--- src/rtl/ama_riscv_scoreboard_pkg.sv ---
// rtl/ama_riscv_scoreboard_pkg.sv - shared latency encodings and register-file constants
package ama_riscv_scoreboard_pkg;

    localparam int unsigned NUM_REGS   = 32;
    localparam logic [4:0]  RF_X0_ZERO = 5'd0;

    localparam logic [1:0]  LAT_LONG   = 2'd0;
    localparam logic [1:0]  LAT_ALU    = 2'd1;
    localparam logic [1:0]  LAT_LOAD   = 2'd2;

    function automatic logic [4:0] popcount_regs(input logic [NUM_REGS-1:0] v);
        logic [4:0] c;
        c = '0;
        for (int i = 0; i < NUM_REGS; i++) begin
            c = c + {4'b0, v[i]};
        end
        return c;
    endfunction

endpackage

--- src/rtl/ama_riscv_scoreboard_entry.sv ---
// rtl/ama_riscv_scoreboard_entry.sv - one register's in-flight producer state and countdown
module ama_riscv_sb_entry
    import ama_riscv_scoreboard_pkg::*;
(
    input  logic       clk,
    input  logic       rst,
    input  logic       issue_i,
    input  logic [1:0] lat_i,
    input  logic       wb_clr_i,
    input  logic       flush_i,
    output logic       pending_o,
    output logic       ready_o,
    output logic       pending_nxt_o
);

    logic       pending_q, pending_d;
    logic       long_q, long_d;
    logic [1:0] cnt_q, cnt_d;

    always_comb begin
        pending_d = pending_q;
        long_d    = long_q;
        cnt_d     = cnt_q;
        if (pending_q && !long_q && (cnt_q != 2'd0)) begin
            cnt_d = cnt_q - 2'd1;
        end
        if (wb_clr_i || (flush_i && !long_q)) begin
            pending_d = 1'b0;
            long_d    = 1'b0;
            cnt_d     = 2'd0;
        end
        // A new producer overrides a same-cycle writeback of the old one.
        if (issue_i) begin
            pending_d = 1'b1;
            long_d    = (lat_i == LAT_LONG);
            cnt_d     = lat_i;
        end
    end

    always_ff @(posedge clk or posedge rst) begin
        if (rst) begin
            pending_q <= 1'b0;
            long_q    <= 1'b0;
            cnt_q     <= 2'd0;
        end else begin
            pending_q <= pending_d;
            long_q    <= long_d;
            cnt_q     <= cnt_d;
        end
    end

    // cnt of 1 means the result reaches the bypass network during this cycle.
    assign ready_o       = pending_q && !long_q && (cnt_q <= 2'd1);
    assign pending_o     = pending_q;
    assign pending_nxt_o = pending_d;

endmodule

--- src/rtl/ama_riscv_scoreboard.sv ---
// rtl/ama_riscv_scoreboard.sv - register scoreboard producing RAW/WAW hazard stalls
module ama_riscv_scoreboard
    import ama_riscv_scoreboard_pkg::*;
(
    input  logic       clk,
    input  logic       rst,
    input  logic       issue_valid,
    input  logic       rd_we_id,
    input  logic [4:0] rd_id,
    input  logic [1:0] issue_lat,
    input  logic [4:0] rs1_id,
    input  logic [4:0] rs2_id,
    input  logic       rs1_used,
    input  logic       rs2_used,
    input  logic       wb_valid,
    input  logic [4:0] wb_rd,
    input  logic       flush,
    output logic       stall,
    output logic [4:0] pending_cnt
);

    logic [NUM_REGS-1:0] pend;
    logic [NUM_REGS-1:0] rdy;
    logic [NUM_REGS-1:0] pend_nxt;
    logic                issue_accept;
    logic                raw_rs1, raw_rs2, waw;
    logic [4:0]          pending_cnt_q;

    assign pend[0]     = 1'b0;
    assign rdy[0]      = 1'b0;
    assign pend_nxt[0] = 1'b0;

    for (genvar i = 1; i < NUM_REGS; i++) begin : g_entry
        ama_riscv_sb_entry u_entry (
            .clk           (clk),
            .rst           (rst),
            .issue_i       (issue_accept && (rd_id == 5'(i))),
            .lat_i         (issue_lat),
            .wb_clr_i      (wb_valid && (wb_rd == 5'(i))),
            .flush_i       (flush),
            .pending_o     (pend[i]),
            .ready_o       (rdy[i]),
            .pending_nxt_o (pend_nxt[i])
        );
    end

    always_comb begin
        raw_rs1 = rs1_used && (rs1_id != RF_X0_ZERO) && pend[rs1_id] && !rdy[rs1_id]
                  && !(wb_valid && (wb_rd == rs1_id));
        raw_rs2 = rs2_used && (rs2_id != RF_X0_ZERO) && pend[rs2_id] && !rdy[rs2_id]
                  && !(wb_valid && (wb_rd == rs2_id));
        waw     = issue_valid && rd_we_id && (rd_id != RF_X0_ZERO) && pend[rd_id]
                  && !(wb_valid && (wb_rd == rd_id));
        stall   = (raw_rs1 || raw_rs2 || waw) && issue_valid && !flush;
        issue_accept = issue_valid && rd_we_id && (rd_id != RF_X0_ZERO) && !stall && !flush;
    end

    // Counting the next-state table keeps the count exact across issue, writeback and flush.
    always_ff @(posedge clk or posedge rst) begin
        if (rst) begin
            pending_cnt_q <= 5'd0;
        end else begin
            pending_cnt_q <= popcount_regs(pend_nxt);
        end
    end

    assign pending_cnt = pending_cnt_q;

endmodule

--- config.mk ---
export PLATFORM = sky130hd
export DESIGN_NAME = ama_riscv_scoreboard
export DESIGN_NICKNAME = d
export VERILOG_FILES = /design/src/rtl/ama_riscv_scoreboard_pkg.sv /design/src/rtl/ama_riscv_scoreboard_entry.sv /design/src/rtl/ama_riscv_scoreboard.sv
export SDC_FILE = /design/constraint.sdc
export NUM_CORES = 1
export LEC_CHECK = 0
export ABC_CLOCK_PERIOD_IN_PS = 12600
export BUFFER_PORTS_ARGS = -buffer_cell sky130_fd_sc_hd__buf_2
export CORE_MARGIN = 2
export CORE_UTILIZATION = 60
export DETAILED_ROUTE_END_ITERATION = 10
export PLACE_DENSITY_LB_ADDON = 0.12
export SETUP_SLACK_MARGIN = 0.5
export SLEW_MARGIN = 20
export SYNTH_ARGS = -nofsm -noshare
export SYNTH_HDL_FRONTEND = slang
export SYNTH_HIERARCHICAL = 1
export SYNTH_SLANG_ARGS = --single-unit
--- constraint.sdc ---
create_clock -name clk -period 12.6 [get_ports clk]
set_input_delay 1.89 -clock clk [delete_from_list [all_inputs] [get_ports clk]]
set_output_delay 1.89 -clock clk [all_outputs]
set_load 0.02 [all_outputs]
# Word-level counts from Yosys, hierarchy flattened
# Cells that the tools add are included.
[classes]
muxes = 227
n_mul = 0
n_lt_le_gt_ge = 34
n_div = 0
n_reduce_logical = 373
addsub = 61
n_bitwise = 0
n_eq_ne = 65
shift = 0
[op_table]
columns = ["op", "count"]
rows = [
  ["1-bit logical AND", 205],
  ["2-bit two-way mux", 93],
  ["5-bit equality test, second input constant", 32],
  ["5-bit by 1-bit adder with 5-bit output", 26],
  ["1-bit two-way mux", 129],
  ["2-bit nonzero test", 62],
  ["3-bit nonzero test", 31],
  ["5-bit by 4-bit equality test with 1-bit output, second input constant", 16],
  ["2-bit by 1-bit less-or-equal comparator with 1-bit output, second input constant", 31],
  ["2-bit by 1-bit subtractor with 2-bit output, second input constant", 31],
  ["5-bit by 3-bit equality test with 1-bit output, second input constant", 8],
  ["1-bit zero test", 38],
  ["1-bit logical OR", 33],
  ["1-bit binary-select mux with 5-bit select", 5],
  ["5-bit by 2-bit equality test with 1-bit output, second input constant", 4],
  ["5-bit by 6-bit less-than comparator with 1-bit output, second input constant", 3],
  ["5-bit equality test", 3],
  ["5-bit nonzero test", 3],
  ["5-bit by 1-bit equality test with 1-bit output, second input constant", 2],
  ["4-bit by 1-bit adder with 5-bit output", 1],
  ["3-bit by 1-bit adder with 4-bit output", 1],
  ["2-bit by 1-bit adder with 3-bit output", 1],
  ["1-bit by 1-bit adder with 2-bit output", 1],
  ["2-bit zero test", 1],
]
[totals]
romBits = 0
latch_bits = 0
output_inout_bits = 6
ramBits = 0
inputBits = 30
register_bits = 129
n_memories = 0

# Depth between registers and ports, before layout
# Gate-level depths: netlist (run 1).
[depth]
word_depth = 47
mapped_depth = 27
ltp_nobuf = 26

# Modules after synthesis
# The synthesis (run 1) kept the hierarchy.
[by_module_without_submodules]
columns = ["module", "cells_each", "instances", "seq_area_each_um2", "area_per_inst_um2"]
rows = [
  ["ama_riscv_sb_entry", 27, 31, 100.1, 254.0],
  ["ama_riscv_scoreboard", 425, 1, 125.1, 3198.1],
]

# Worst setup path after synthesis (run 1)
# OpenSTA, ideal clock, no wires.
[synth_path]
path_type = "input to register"
startpoint = "input rd_id[2]"
endpoint = "register pending_cnt_q[4] (netlist: pending_cnt[4])"
setup_slack_ns = 4.854
arrival_time_ns = 7.666
path_stages = 22
required_ns = 12.520
path_cell_list = "buf_4 > nor2_4 > or4b_1 > o2111ai_1 > a41oi_1 > a31o_2 > buf_6 > nor3_2 > a31o_1 > inv_1 > fa_1 > fa_1 > fa_1 > fa_1 > fa_1 > fa_1 > fa_1 > inv_1 > fa_1 > a21o_1 > a21oi_1 > xnor2_1"
[synth_between]
elab_cells_between_ends = 138
classes_between = "add/sub: 30; eq/ne: 32; mux: 33; reduce/logical: 43"
[synth_rtl]
columns = ["item", "line_no", "text"]
rows = [
  ["start: declaration", "ama_riscv_scoreboard.sv:9", "input logic [4:0] rd_id,"],
  ["1-bit binary-select mux with 5-bit select (tied with other cells)", "ama_riscv_scoreboard.sv:52", "waw = issue_valid && rd_we_id && (rd_id != RF_X0_ZERO) && pend[rd_id]"],
  ["1-bit two-way mux (not written as such) (tied with other cells)", "ama_riscv_scoreboard.sv:52", ""],
  ["1-bit logical AND or 1-bit zero test (tied branches)", "ama_riscv_scoreboard.sv:52, ama_riscv_scoreboard.sv:53", ""],
  ["1-bit logical AND", "ama_riscv_scoreboard.sv:53", "&& !(wb_valid && (wb_rd == rd_id));"],
  ["1-bit logical OR", "ama_riscv_scoreboard.sv:54", "stall = (raw_rs1 || raw_rs2 || waw) && issue_valid && !flush;"],
  ["1-bit logical AND (2 in a row)", "ama_riscv_scoreboard.sv:54", ""],
  ["1-bit zero test", "ama_riscv_scoreboard.sv:55", "issue_accept = issue_valid && rd_we_id && (rd_id != RF_X0_ZERO) && !stall && !flush;"],
  ["1-bit logical AND (2 in a row)", "ama_riscv_scoreboard.sv:55", ""],
  ["1-bit logical AND (*)", "ama_riscv_scoreboard.sv:37", ".issue_i (issue_accept && (rd_id == 5'(i))),"],
  ["1-bit two-way mux (*)", "ama_riscv_scoreboard_entry.sv:33", "if (issue_i) begin"],
  ["via pend_nxt[6]", "ama_riscv_scoreboard.sv:24", "logic [NUM_REGS-1:0] pend_nxt;"],
  ["5-bit by 1-bit adder with 5-bit output (*) (26 in a row)", "ama_riscv_scoreboard_pkg.sv:15", "c = c + {4'b0, v[i]};"],
  ["end signal: assignment", "ama_riscv_scoreboard.sv:63", "pending_cnt_q <= popcount_regs(pend_nxt);"],
  ["end: declaration", "ama_riscv_scoreboard.sv:27", "logic [4:0] pending_cnt_q;"],
]
# Mark *: on every way through the listed nets, which the timed path passes. The rest lies on a longest branch. The select of a mux whose other input is x is not followed.
# A chain may end at the register's enable or synchronous reset.

# Worst setup path after layout (run 1)
[layout_path]
startpoint = "input rd_id[1]"
endpoint = "register pending_cnt_q[4] (netlist: pending_cnt[4])"
[layout_between]
elab_cells_between_ends = 138
classes_between = "add/sub: 30; eq/ne: 32; mux: 33; reduce/logical: 43"
[layout_rtl]
columns = ["item", "line_no"]
rows = [
  ["1-bit binary-select mux with 5-bit select (tied with other cells)", "ama_riscv_scoreboard.sv:52"],
  ["1-bit two-way mux (not written as such) (tied with other cells)", "ama_riscv_scoreboard.sv:52"],
  ["1-bit logical AND or 1-bit zero test (tied branches)", "ama_riscv_scoreboard.sv:52, ama_riscv_scoreboard.sv:53"],
  ["1-bit logical AND", "ama_riscv_scoreboard.sv:53"],
  ["1-bit logical OR", "ama_riscv_scoreboard.sv:54"],
  ["1-bit logical AND (2 in a row)", "ama_riscv_scoreboard.sv:54"],
  ["1-bit zero test", "ama_riscv_scoreboard.sv:55"],
  ["1-bit logical AND (2 in a row)", "ama_riscv_scoreboard.sv:55"],
  ["1-bit logical AND (*)", "ama_riscv_scoreboard.sv:37"],
  ["1-bit two-way mux (*)", "ama_riscv_scoreboard_entry.sv:33"],
  ["via pend_nxt[26]", "ama_riscv_scoreboard.sv:24"],
  ["5-bit by 1-bit adder with 5-bit output (*) (6 in a row)", "ama_riscv_scoreboard_pkg.sv:15"],
]
# Marked as above.

==> results of run 1 <==
==> metal layers <==
| layer | track usage, % | share of wire (%) | up-vias |
|---|---|---|---|
| li1 | - | - | 4295 |
| met1 | 41.63 | 43 | 4346 |
| met2 | 49.91 | 46 | 368 |
| met3 | 6.813 | 7.4 | 74 |
| met5 | 0 | 0.11 | - |
| met4 | 13.79 | 3.7 | 4 |
==> metrics by stage <==
| stage | setup WS, ns | power, mW | cell area (µm²) | cells | hold slack [ns] |
|---|---|---|---|---|---|
| 4_1_cts | 4.073 | 1.879 | 11960 | 1528 | 0.5578 |
| 3_3_place_gp | 3.796 | 1.315 | 11330 | 1497 | 0.5338 |
| 3_5_place_dp | 3.679 | 1.333 | 11330 | 1497 | 0.5440 |
| 6_report | 4.005 | 1.869 | 11960 | 1528 | 0.5548 |
| 2_1_floorplan | 4.854 | 1.193 | 11070 | 1262 | 0.5134 |
| 5_1_grt | 3.745 | 2.008 | 11960 | 1528 | 0.5773 |
==> power groups by stage <==
stage          sequential, mW  combinational [mW]  clock, mW
5_1_grt                 0.663               0.789      0.557
6_report                0.643               0.691      0.535
4_1_cts                 0.643               0.693      0.543
3_3_place_gp            0.646               0.669          0
3_5_place_dp            0.647               0.686          0
2_1_floorplan           0.627               0.566          0
==> area by class of cell <==
cell class	instances	area share, %
Multi-Input combinational cell	854	55.87
Timing Repair Buffer	41	1.842
Inverter	244	7.660
Sequential cell	129	27.00
Clock inverter	13	1.559
Tap cell	229	2.396
Clock buffer	18	3.673
==> cells by family after synthesis <==
kind of cell,Yosys count,share of synthesized area (%)
adder cells (fa/ha/maj),92,11.96
AO/OA/AOI/OAI,277,19.35
XOR/XNOR,18,1.424
buffers and inverters,279,10.51
flip-flops,129,29.16
AND/OR/NAND/NOR,382,18.14
multiplexers,85,9.470
==> sequential cells by signal, indices dropped and copies added, names as in the netlist <==
signal                     count
g_entry.u_entry/pending_o     31
pending_cnt                    5
g_entry.u_entry/cnt_q         62
g_entry.u_entry/long_q        31
==> critical path, delay by kind of cell <==
family	cells	cell delay, ns
adder cells (fa/ha/maj)	8	3.54
AO/OA/AOI/OAI	7	1.36
buffers and inverters	6	0.99
AND/OR/NAND/NOR	1	0.61
multiplexers	1	0.41
XOR/XNOR	1	0.13
==> Yosys cell counts, types with 5 or more instances <==
master / instances / share of area [%]
o2111ai_1: 5 / 0.40
inv_1: 244 / 8.3
a2bb2oi_1: 31 / 2.5
nand2b_1: 51 / 2.9
nor2_1: 76 / 2.6
nand2_1: 137 / 4.6
o31ai_1: 31 / 2.1
xnor2_1: 13 / 1.0
o21ai_2: 31 / 2.5
clkbuf_1: 8 / 0.27
o21ai_1: 34 / 1.5
dfrtp_1: 129 / 29
ha_1: 69 / 7.8
a21oi_1: 41 / 1.9
nor2_2: 31 / 1.8
fa_1: 23 / 4.2
buf_6: 11 / 1.1
a31oi_1: 5 / 0.28
nor3b_1: 12 / 0.81
xor2_1: 5 / 0.40
buf_2: 8 / 0.36
nor3_2: 30 / 2.7
nor2b_1: 9 / 0.51
mux2i_1: 50 / 4.5
a31o_1: 31 / 2.5
mux2_4: 31 / 4.2
o211a_1: 31 / 2.8
nand3b_1: 6 / 0.41
nand3_1: 10 / 0.45
==> layout by cell type (no fill, tap or decap), types with 5 or more instances in the layout <==
cell type / netlist / final
nor3b_1: 12 / 12
inv_1: 244 / 244
o21ai_1: 34 / 34
mux2i_1: 50 / 50
buf_4: 3 / 6
nand3_1: 10 / 10
buf_2: 8 / 35
nand2_1: 137 / 137
nand2b_1: 51 / 51
a21oi_1: 41 / 41
o2111ai_1: 5 / 5
fa_1: 23 / 23
xnor2_1: 13 / 13
mux2_4: 31 / 31
nor2b_1: 9 / 9
o211a_1: 31 / 31
nor3_2: 30 / 30
nor2_2: 31 / 31
clkbuf_16: 0 / 17
a31oi_1: 5 / 5
a2bb2oi_1: 31 / 31
ha_1: 69 / 69
o31ai_1: 31 / 31
dfrtp_1: 129 / 129
a31o_1: 31 / 31
xor2_1: 5 / 5
nor2_1: 76 / 76
o21ai_2: 31 / 31
nand3b_1: 6 / 6
==> path summary, 6_finish.rpt <==
path | startpoint | slack (ns) | cells past startpoint | end
worst max-delay path | rd_id[1] | 4.01 | 24 | pending_cnt[4]
worst min-delay path | g_entry[12].u_entry/cnt_q[1] | 0.55 | 2 | g_entry[12].u_entry/cnt_q[1]
worst max register to register | g_entry[12].u_entry/cnt_q[0] | 5.01 | 25 | pending_cnt[4]
worst min register to register | g_entry[12].u_entry/cnt_q[1] | 0.55 | 2 | g_entry[12].u_entry/cnt_q[1]
max in group asynchronous | rst | 10.66 | 2 | g_entry[16].u_entry/long_q
min in group asynchronous | rst | 1.71 | 2 | g_entry[5].u_entry/cnt_q[0]
==> flow_metrics.env, run 1 <==
export IMPL_required_ns=12.96
export IMPL_finalMaxSlewViolations=0
export IMPL_irDropWorstVdd_mv=0.1721
export IMPL_clk_pin_slew_ns=0.06
export IMPL_criticalPathCategory="in -> reg"
export IMPL_synth_cells=1262
export IMPL_grt_pass1_vias=9197
export IMPL_cp_slowest_stage_delay_ns=0.61
export IMPL_syn_nets=1384
export IMPL_regArea_um2=3228
export IMPL_area_delta_synth_final_pct=7.990
export IMPL_gr_usage_all_layers_pct=31.46
export IMPL_p_int_mw=1.231
export IMPL_yosys_cell_types_count=73
export IMPL_finClkSkew_ns=0.01150
export IMPL_fin_nets=1409
export IMPL_synthesis_area_um2=11070
export IMPL_combinationalPowerShare_pct=37.0
export IMPL_route_vias_total=9087
export IMPL_cts_resized_gates=0
export IMPL_fin_tns_setup_ns=0
export IMPL_die_h_um=139.8
export IMPL_postRouteAntennaNets=0
export IMPL_worstHoldPathType="reg -> reg"
export IMPL_fmax_mhz=116.3
export IMPL_htreeDepth=4
export IMPL_rsz0062_at_grt="false"
export IMPL_final_core_util_pct=66.33
export IMPL_grt_overflow_total=0
export IMPL_grt_pass1_wl_um=48430
export IMPL_clockBufferDepth=2
export IMPL_ys_async_sr_fraction_pct=100.0
export IMPL_fin_crit_sh_pct=68.21
export IMPL_fin_crit_ns=8.595
export IMPL_insertion_delay_ns=0.43
export IMPL_grt_max_degree=63
export IMPL_cts_hold_buffers_added=0
export IMPL_ys_seq_area_share_pct=29.16
export IMPL_die_area_um2=19560
export IMPL_leakage_nw=5.962
export IMPL_final_hold_violation_count=0
export IMPL_viasPerCell=5.947
export IMPL_cts_buffers=17
export IMPL_final_fill_count=1535
export IMPL_start_util_pct=61.43
export IMPL_cp_data_arrival_time_ns=8.95
export IMPL_dr_first_iter_drc_count=763
export IMPL_wirelength_um=29790
export IMPL_drive_above_1_share_pct=16.01
export IMPL_power_density_nw_per_um2=156.3
export IMPL_seqPwrFrac_pct=34.4
export IMPL_num_rows=49
export IMPL_cpMaxStageDelayCell="nor3_1"
export IMPL_synth_ff_type="dfrtp_1"
export IMPL_ys_warn_count=6
export IMPL_path_cells="buf_2 > mux2_2 > o2bb2ai_1 > o21ai_0 > a41oi_1 > a31o_2 > buf_4 > nor3_1 > a31o_1 > inv_1 > fa_1 > fa_1 > inv_1 > fa_1 > inv_1 > fa_1 > fa_1 > fa_1 > fa_1 > inv_1 > fa_1 > a21o_1 > a21oi_1 > xnor2_1"
export IMPL_route_detailed_drc=0
export IMPL_cts_tree="done"
export IMPL_antenna_found_initial=2
export IMPL_hpwlAfterDp_um=21630
export IMPL_end_kind="flip-flop"
export IMPL_crit_fanout=24
export IMPL_post_cts_buffers=0
export IMPL_path_common_cell="fa_1"
export IMPL_avgSynthCellArea_um2=8.773
export IMPL_port_buffers=35
export IMPL_multi_input_area_um2=6680
export IMPL_p_clk_share_pct=28.6
export IMPL_drt_pass1_iter_count=5
export IMPL_diodes=0
export IMPL_setup_viol=0
export IMPL_tightest_slew_ns=1.055
export IMPL_max_slew_margin_pct=29.55
export IMPL_synth_edf_count=0
export IMPL_yosys_register_bits=129
export IMPL_cp_start_kind="input pin"
export IMPL_wl_per_cell_um=19.50
export IMPL_cap_viol_max_count=0
export IMPL_die_w_um=139.8
export IMPL_outcome="completed"
export IMPL_root_buffer="clkbuf_16"
export IMPL_placeableCoreArea_um2=18020
export IMPL_sw_frac_of_total_pct=34.10
export IMPL_clkSinkCount=129
export IMPL_boundaryPins=36
export IMPL_gp_congestion=0.9438
export IMPL_p_switching_mw=0.6372
(Power assumes the default switching activity.)
==> run 2, diff against run 1 <==
- ABC_CLOCK_PERIOD_IN_PS: 12600 -> 7900
- CORE_UTILIZATION: 60 -> 58
- clock period: 12.6 -> 7.9 ns (I/O delays scaled with it)
==> flow_metrics.env, run 2 (synthesized netlist as in run 1, its figures left out) <==
export IMPL_outcome="completed"
export IMPL_postRouteAntennaNets=0
export IMPL_p_clk_share_pct=26.7
export IMPL_fin_nets=1431
export IMPL_viasPerCell=5.929
export IMPL_clockBufferDepth=2
export IMPL_cp_data_arrival_time_ns=7.56
export IMPL_max_slew_margin_pct=43.92
export IMPL_route_vias_total=9250
export IMPL_combinationalPowerShare_pct=38.5
export IMPL_grt_max_degree=63
export IMPL_leakage_nw=6.042
export IMPL_dr_first_iter_drc_count=681
export IMPL_boundaryPins=36
export IMPL_largest_reg_flops=62
export IMPL_grt_overflow_total=0
export IMPL_hold_path_end="g_entry[14].u_entry/cnt_q[1]"
export IMPL_die_w_um=142.2
export IMPL_rr_worst_depth=25
export IMPL_drive_above_1_share_pct=17.55
export IMPL_clk_pin_slew_ns=0.06
export IMPL_finalMaxSlewViolations=0
export IMPL_criticalPathCategory="in -> reg"
export IMPL_htreeDepth=4
export IMPL_gp_congestion=0.9515
export IMPL_antenna_found_initial=4
export IMPL_drt_pass1_iter_count=5
export IMPL_sw_frac_of_total_pct=34.92
export IMPL_p_switching_mw=1.031
export IMPL_grt_pass1_wl_um=48110
export IMPL_cap_viol_max_count=0
export IMPL_fin_crit_sh_pct=91.34
export IMPL_fmax_mhz=138.6
export IMPL_final_hold_violation_count=0
export IMPL_finalPower_mw=2.954
export IMPL_tightest_slew_ns=0.8412
export IMPL_grt_pass1_vias=9075
export IMPL_rsz0062_at_grt="false"
export IMPL_r2r_slack_ns=0.75
export IMPL_power_density_nw_per_um2=241.2
export IMPL_layout_commonest_cell="inv_1"
export IMPL_hpwlAfterDp_um=22130
export IMPL_gr_usage_all_layers_pct=30.81
export IMPL_clkSinkCount=129
export IMPL_rr_endpoint="pending_cnt[4]"
export IMPL_die_h_um=142.2
export IMPL_wl_per_cell_um=19.60
export IMPL_fin_crit_ns=7.216
export IMPL_p_int_mw=1.922
export IMPL_finClkSkew_ns=0.009275
export IMPL_insertion_delay_ns=0.43
export IMPL_root_buffer="clkbuf_16"
export IMPL_seqPwrFrac_pct=34.8
export IMPL_cts_tree="done"
export IMPL_port_buffers=35
export IMPL_area_delta_synth_final_pct=10.59
export IMPL_worstHoldPathType="reg -> reg"
export IMPL_regMostFlops="g_entry.u_entry/cnt_q"
export IMPL_layout_common_cells="inv_1 (244), nand2_1 (137), dfrtp_1 (129)"
export IMPL_route_detailed_drc=0
export IMPL_crit_fanout=23
export IMPL_fin_tns_setup_ns=0
export IMPL_cp_start_kind="input pin"
export IMPL_setup_viol=0
export IMPL_worstHoldStart="g_entry[14].u_entry/cnt_q[1]"
export IMPL_end_kind="flip-flop"
export IMPL_whs_path_depth=2
export IMPL_irDropWorstVdd_mv=0.1450
export IMPL_num_rows=50
export IMPL_r2r_start="g_entry[2].u_entry/cnt_q[0]"
export IMPL_die_area_um2=20210
export IMPL_required_ns=8.24
export IMPL_wirelength_um=30580
export IMPL_start_util_pct=59.19
export IMPL_placeableCoreArea_um2=18710
export IMPL_cts_buffers=17
run 2: cell count changes in the layout (fill, tap and decap cells not counted), sizes merged:
cell    previous run  this run
buf               41        60
clkbuf            18        25
diode              0         4
bufinv             4         2
inv              245       244
run 2: power by group through the flow:
stage | registers, mW | logic [mW] | clock network (mW)
2_1_floorplan | 0.999 | 0.903 | 0
3_3_place_gp | 1.03 | 1.08 | 0
3_5_place_dp | 1.04 | 1.11 | 0
4_1_cts | 1.03 | 1.12 | 0.796
5_1_grt | 1.06 | 1.28 | 0.825
6_report | 1.03 | 1.14 | 0.788
run 2: repair_timing:
item                       CTS  global route
hold buffers                 0             0
gates resized for setup      1            24
cloned                       0             1
buffers inserted             0            12
pin swaps                    0             3
setup endpoints to repair    1             4
run 2: layout make-up:
class / count / area (µm²)
fillers: 1551 / 6461
clock inverters: 10 / 110.1
diodes: 4 / 10.01
multi-input cells: 854 / 6787
inverters: 244 / 915.9
well taps: 234 / 292.8
flip-flops and latches: 129 / 3228
repair buffers: 63 / 436.7
clock buffers: 22 / 464.2
run 2: through the flow:
stage	std cells	util, %	setup slack [ns]	hold WS, ns	area (µm²)
3_3_place_gp	1511	61.04	0.1791	0.5377	11420
6_report	1560	65.46	0.6838	0.5496	12240
4_1_cts	1543	64.12	0.5104	0.5561	11990
5_1_grt	1559	65.44	0.4962	0.5915	12240
3_5_place_dp	1511	61.04	0.08718	0.5432	11420
2_1_floorplan	1262	-	0.8587	0.5134	11070
run 2: how the worst max path moves through the flow:
| stage | start | end | slack, ns | cells after the start |
|---|---|---|---|---|
| 6_report | rs2_id[0] | pending_cnt[4] | 0.68 | 24 |
| 5_1_grt | rs2_id[0] | pending_cnt[4] | 0.50 | 24 |
| 4_1_cts | rs1_id[0] | pending_cnt[4] | 0.51 | 21 |
| 3_5_place_dp | rs2_id[0] | pending_cnt[4] | 0.09 | 22 |
| 3_3_place_gp | rs2_id[0] | pending_cnt[4] | 0.18 | 22 |
| 2_1_floorplan | rd_id[2] | pending_cnt[4] | 0.86 | 22 |
run 2: critical path, cell delays in order:
cell and delay, ns:
buf_4 0.20, or3b_2 0.47, a211oi_1 0.28, a211oi_1 0.11
o2111ai_1 0.26, a31o_4 0.29, buf_4 0.15, nor3_4 0.06
a31o_1 0.22, fa_1 0.51, inv_1 0.06, fa_1 0.53
inv_1 0.06, fa_1 0.48, inv_1 0.08, fa_1 0.52
fa_1 0.44, fa_1 0.52, fa_1 0.17, inv_1 0.06
fa_1 0.41, a21o_1 0.17, a21oi_1 0.19, xnor2_1 0.14
run 2: layer usage:
layer / wire length, µm / up-vias / global-route usage, %
li1: - / 4351 / -
met1: 13030 / 4517 / 40.42
met2: 14620 / 313 / 50.27
met3: 1887 / 69 / 5.956
met4: 1039 / 0 / 12.47
met5: 0 / - / 0
==> run 3, diff against run 2 <==
- CELL_PAD_IN_SITES_DETAIL_PLACEMENT: not set -> 0
- CELL_PAD_IN_SITES_GLOBAL_PLACEMENT: not set -> 2
- CORE_UTILIZATION: 58 -> 36
==> flow_metrics.env, run 3 (synthesized netlist as in run 1, its figures left out) <==
export IMPL_drive_above_1_share_pct=18.41
export IMPL_irDropWorstVdd_mv=0.1471
export IMPL_final_fill_count=3121
export IMPL_place_area_um2=11850
export IMPL_fmax_mhz=140.5
export IMPL_fin_tns_setup_ns=0
export IMPL_r2r_slack_ns=0.82
export IMPL_gp_congestion=0.8692
export IMPL_final_area_um2=12510
export IMPL_cap_viol_max_count=0
export IMPL_placeableCoreArea_um2=30430
export IMPL_clk_pin_slew_ns=0.06
export IMPL_tightest_slew_ns=0.9295
export IMPL_max_slew_margin_pct=38.04
export IMPL_criticalPathCategory="in -> reg"
export IMPL_fin_crit_ns=7.117
export IMPL_antenna_found_initial=2
export IMPL_outcome="completed"
export IMPL_final_hold_violation_count=0
export IMPL_fin_crit_sh_pct=90.08
export IMPL_power_density_nw_per_um2=241.7
export IMPL_setup_viol=0
export IMPL_viasPerCell=5.183
export IMPL_gr_usage_all_layers_pct=22.77
export IMPL_root_buffer="clkbuf_16"
export IMPL_path_cells="clkbuf_4 > nor3b_1 > a311oi_1 > a211oi_2 > o21bai_1 > a211oi_4 > buf_12 > nor3_2 > a31o_1 > fa_1 > inv_1 > fa_1 > inv_1 > fa_1 > inv_1 > fa_1 > fa_1 > fa_1 > fa_1 > inv_1 > fa_1 > a21o_1 > a21oi_1 > xnor2_1"
export IMPL_cpMaxStageDelayCell="fa_1"
export IMPL_path_common_cell="fa_1"
export IMPL_grt_pass1_wl_um=53920
export IMPL_grt_pass1_vias=9030
export IMPL_clkSinkCount=129
export IMPL_regArea_um2=3228
export IMPL_boundaryPins=36
export IMPL_p_clk_share_pct=29.2
export IMPL_wirelength_um=34710
export IMPL_layout_commonest_cell="inv_1"
export IMPL_finClkSkew_ns=0.01452
export IMPL_port_buffers=35
export IMPL_worstHoldPathType="reg -> reg"
export IMPL_end_kind="flip-flop"
export IMPL_p_switching_mw=1.048
export IMPL_cp_start_kind="input pin"
export IMPL_grt_overflow_total=0
export IMPL_postRouteAntennaNets=0
export IMPL_die_area_um2=32170
export IMPL_htreeDepth=4
export IMPL_cts_tree="done"
export IMPL_clockBufferDepth=2
export IMPL_rsz0062_at_grt="false"
export IMPL_dpl_cell_count=1700
export IMPL_crit_fanout=32
export IMPL_final_core_util_pct=41.11
export IMPL_route_detailed_drc=0
export IMPL_regMostFlops="g_entry.u_entry/cnt_q"
export IMPL_instances_no_fill=1734
export IMPL_drt_pass1_iter_count=5
export IMPL_cp_data_arrival_time_ns=7.48
export IMPL_cts_hold_buffers_added=0
export IMPL_cp_slowest_stage_delay_ns=0.55
export IMPL_finalMaxSlewViolations=0
export IMPL_fin_nets=1445
export IMPL_leakage_nw=6.182
export IMPL_wl_per_cell_um=20.02
export IMPL_num_rows=64
export IMPL_multi_input_area_um2=6695
export IMPL_hpwlAfterDp_um=26550
export IMPL_insertion_delay_ns=0.45
export IMPL_sw_frac_of_total_pct=34.64
export IMPL_p_int_mw=1.977
export IMPL_whs_path_depth=2
export IMPL_combinationalPowerShare_pct=36.9
export IMPL_layout_common_cells="inv_1 (244), nand2_1 (137), dfrtp_1 (129)"
export IMPL_seqPwrFrac_pct=34.0
export IMPL_largest_reg_flops=62
export IMPL_dr_first_iter_drc_count=602
export IMPL_grt_max_degree=63
export IMPL_rr_worst_depth=24
export IMPL_area_delta_synth_final_pct=13.00
export IMPL_die_h_um=179.4
export IMPL_required_ns=8.27
export IMPL_route_vias_total=8987
export IMPL_cts_buffers=17
export IMPL_die_w_um=179.4
export IMPL_start_util_pct=36.39
-- run 3: worst paths after layout --
kind,startpoint,end
max,rs1_id[0],pending_cnt[4]
min,g_entry[4].u_entry/cnt_q[1],g_entry[4].u_entry/cnt_q[1]
max reg2reg,g_entry[2].u_entry/cnt_q[0],pending_cnt[4]
min reg2reg,g_entry[4].u_entry/cnt_q[1],g_entry[4].u_entry/cnt_q[1]
max in group asynchronous,rst,pending_cnt[3]
min in group asynchronous,rst,g_entry[15].u_entry/cnt_q[0]
-- run 3: worst max-delay path: cells and delay by family --
kind                       cells  cell delay [ns]
adders and majority gates      8             3.63
and+or+nand+nor                2             0.37
buffers and inverters          6             0.78
AOI/OAI and AO/OA              7             1.38
xor gates and xnor gates       1             0.13
-- run 3: power groups by stage --
stage / Sequential [mW] / Combinational (mW) / Clock, mW
floorplan: 0.999 / 0.903 / 0
global placement: 1.04 / 1.12 / 0
detailed placement: 1.04 / 1.12 / 0
CTS: 1.03 / 1.13 / 0.904
global route: 1.06 / 1.27 / 0.933
finish: 1.03 / 1.12 / 0.882
-- run 3: per-stage QoR --
stage / power (mW) / hold WS [ns] / setup WS, ns
after floorplan: 1.902 / 0.5134 / 0.8587
after global placement: 2.153 / 0.5415 / 0.2405
after detailed placement: 2.156 / 0.5437 / 0.2225
after CTS: 3.059 / 0.5610 / 0.6474
after global routing: 3.260 / 0.5749 / 0.4781
final: 3.024 / 0.5532 / 0.7833
-- run 3: repair_timing --
item / 4_1_cts / 5_1_grt
resized for setup: 0 / 4
endpoints found under the hold margin: 0 / 0
buffers inserted: 0 / 0
setup endpoints to repair: 0 / 4
-- run 3: area by class of cell --
cell class,count,share of cell area (%)
Tap cell,396,3.960
Sequential cell,129,25.80
Clock inverter,14,1.610
Clock buffer,18,3.510
Antenna cell,2,0.04000
Multi-Input combinational cell,854,53.52
Inverter,244,7.321
Timing Repair Buffer,77,4.240
-- run 3: metal layers --
layer  wire length [µm]  global-route usage (%)  up-vias  part of all wire, %
met5                 13                       0        -                0.037
met1              15660                   29.61     4423                   45
met2              16720                   37.55      150                   48
li1                   -                       -     4364                    -
met3               1320                   4.409       48                  3.8
met4               1001                   8.468        2                  2.9
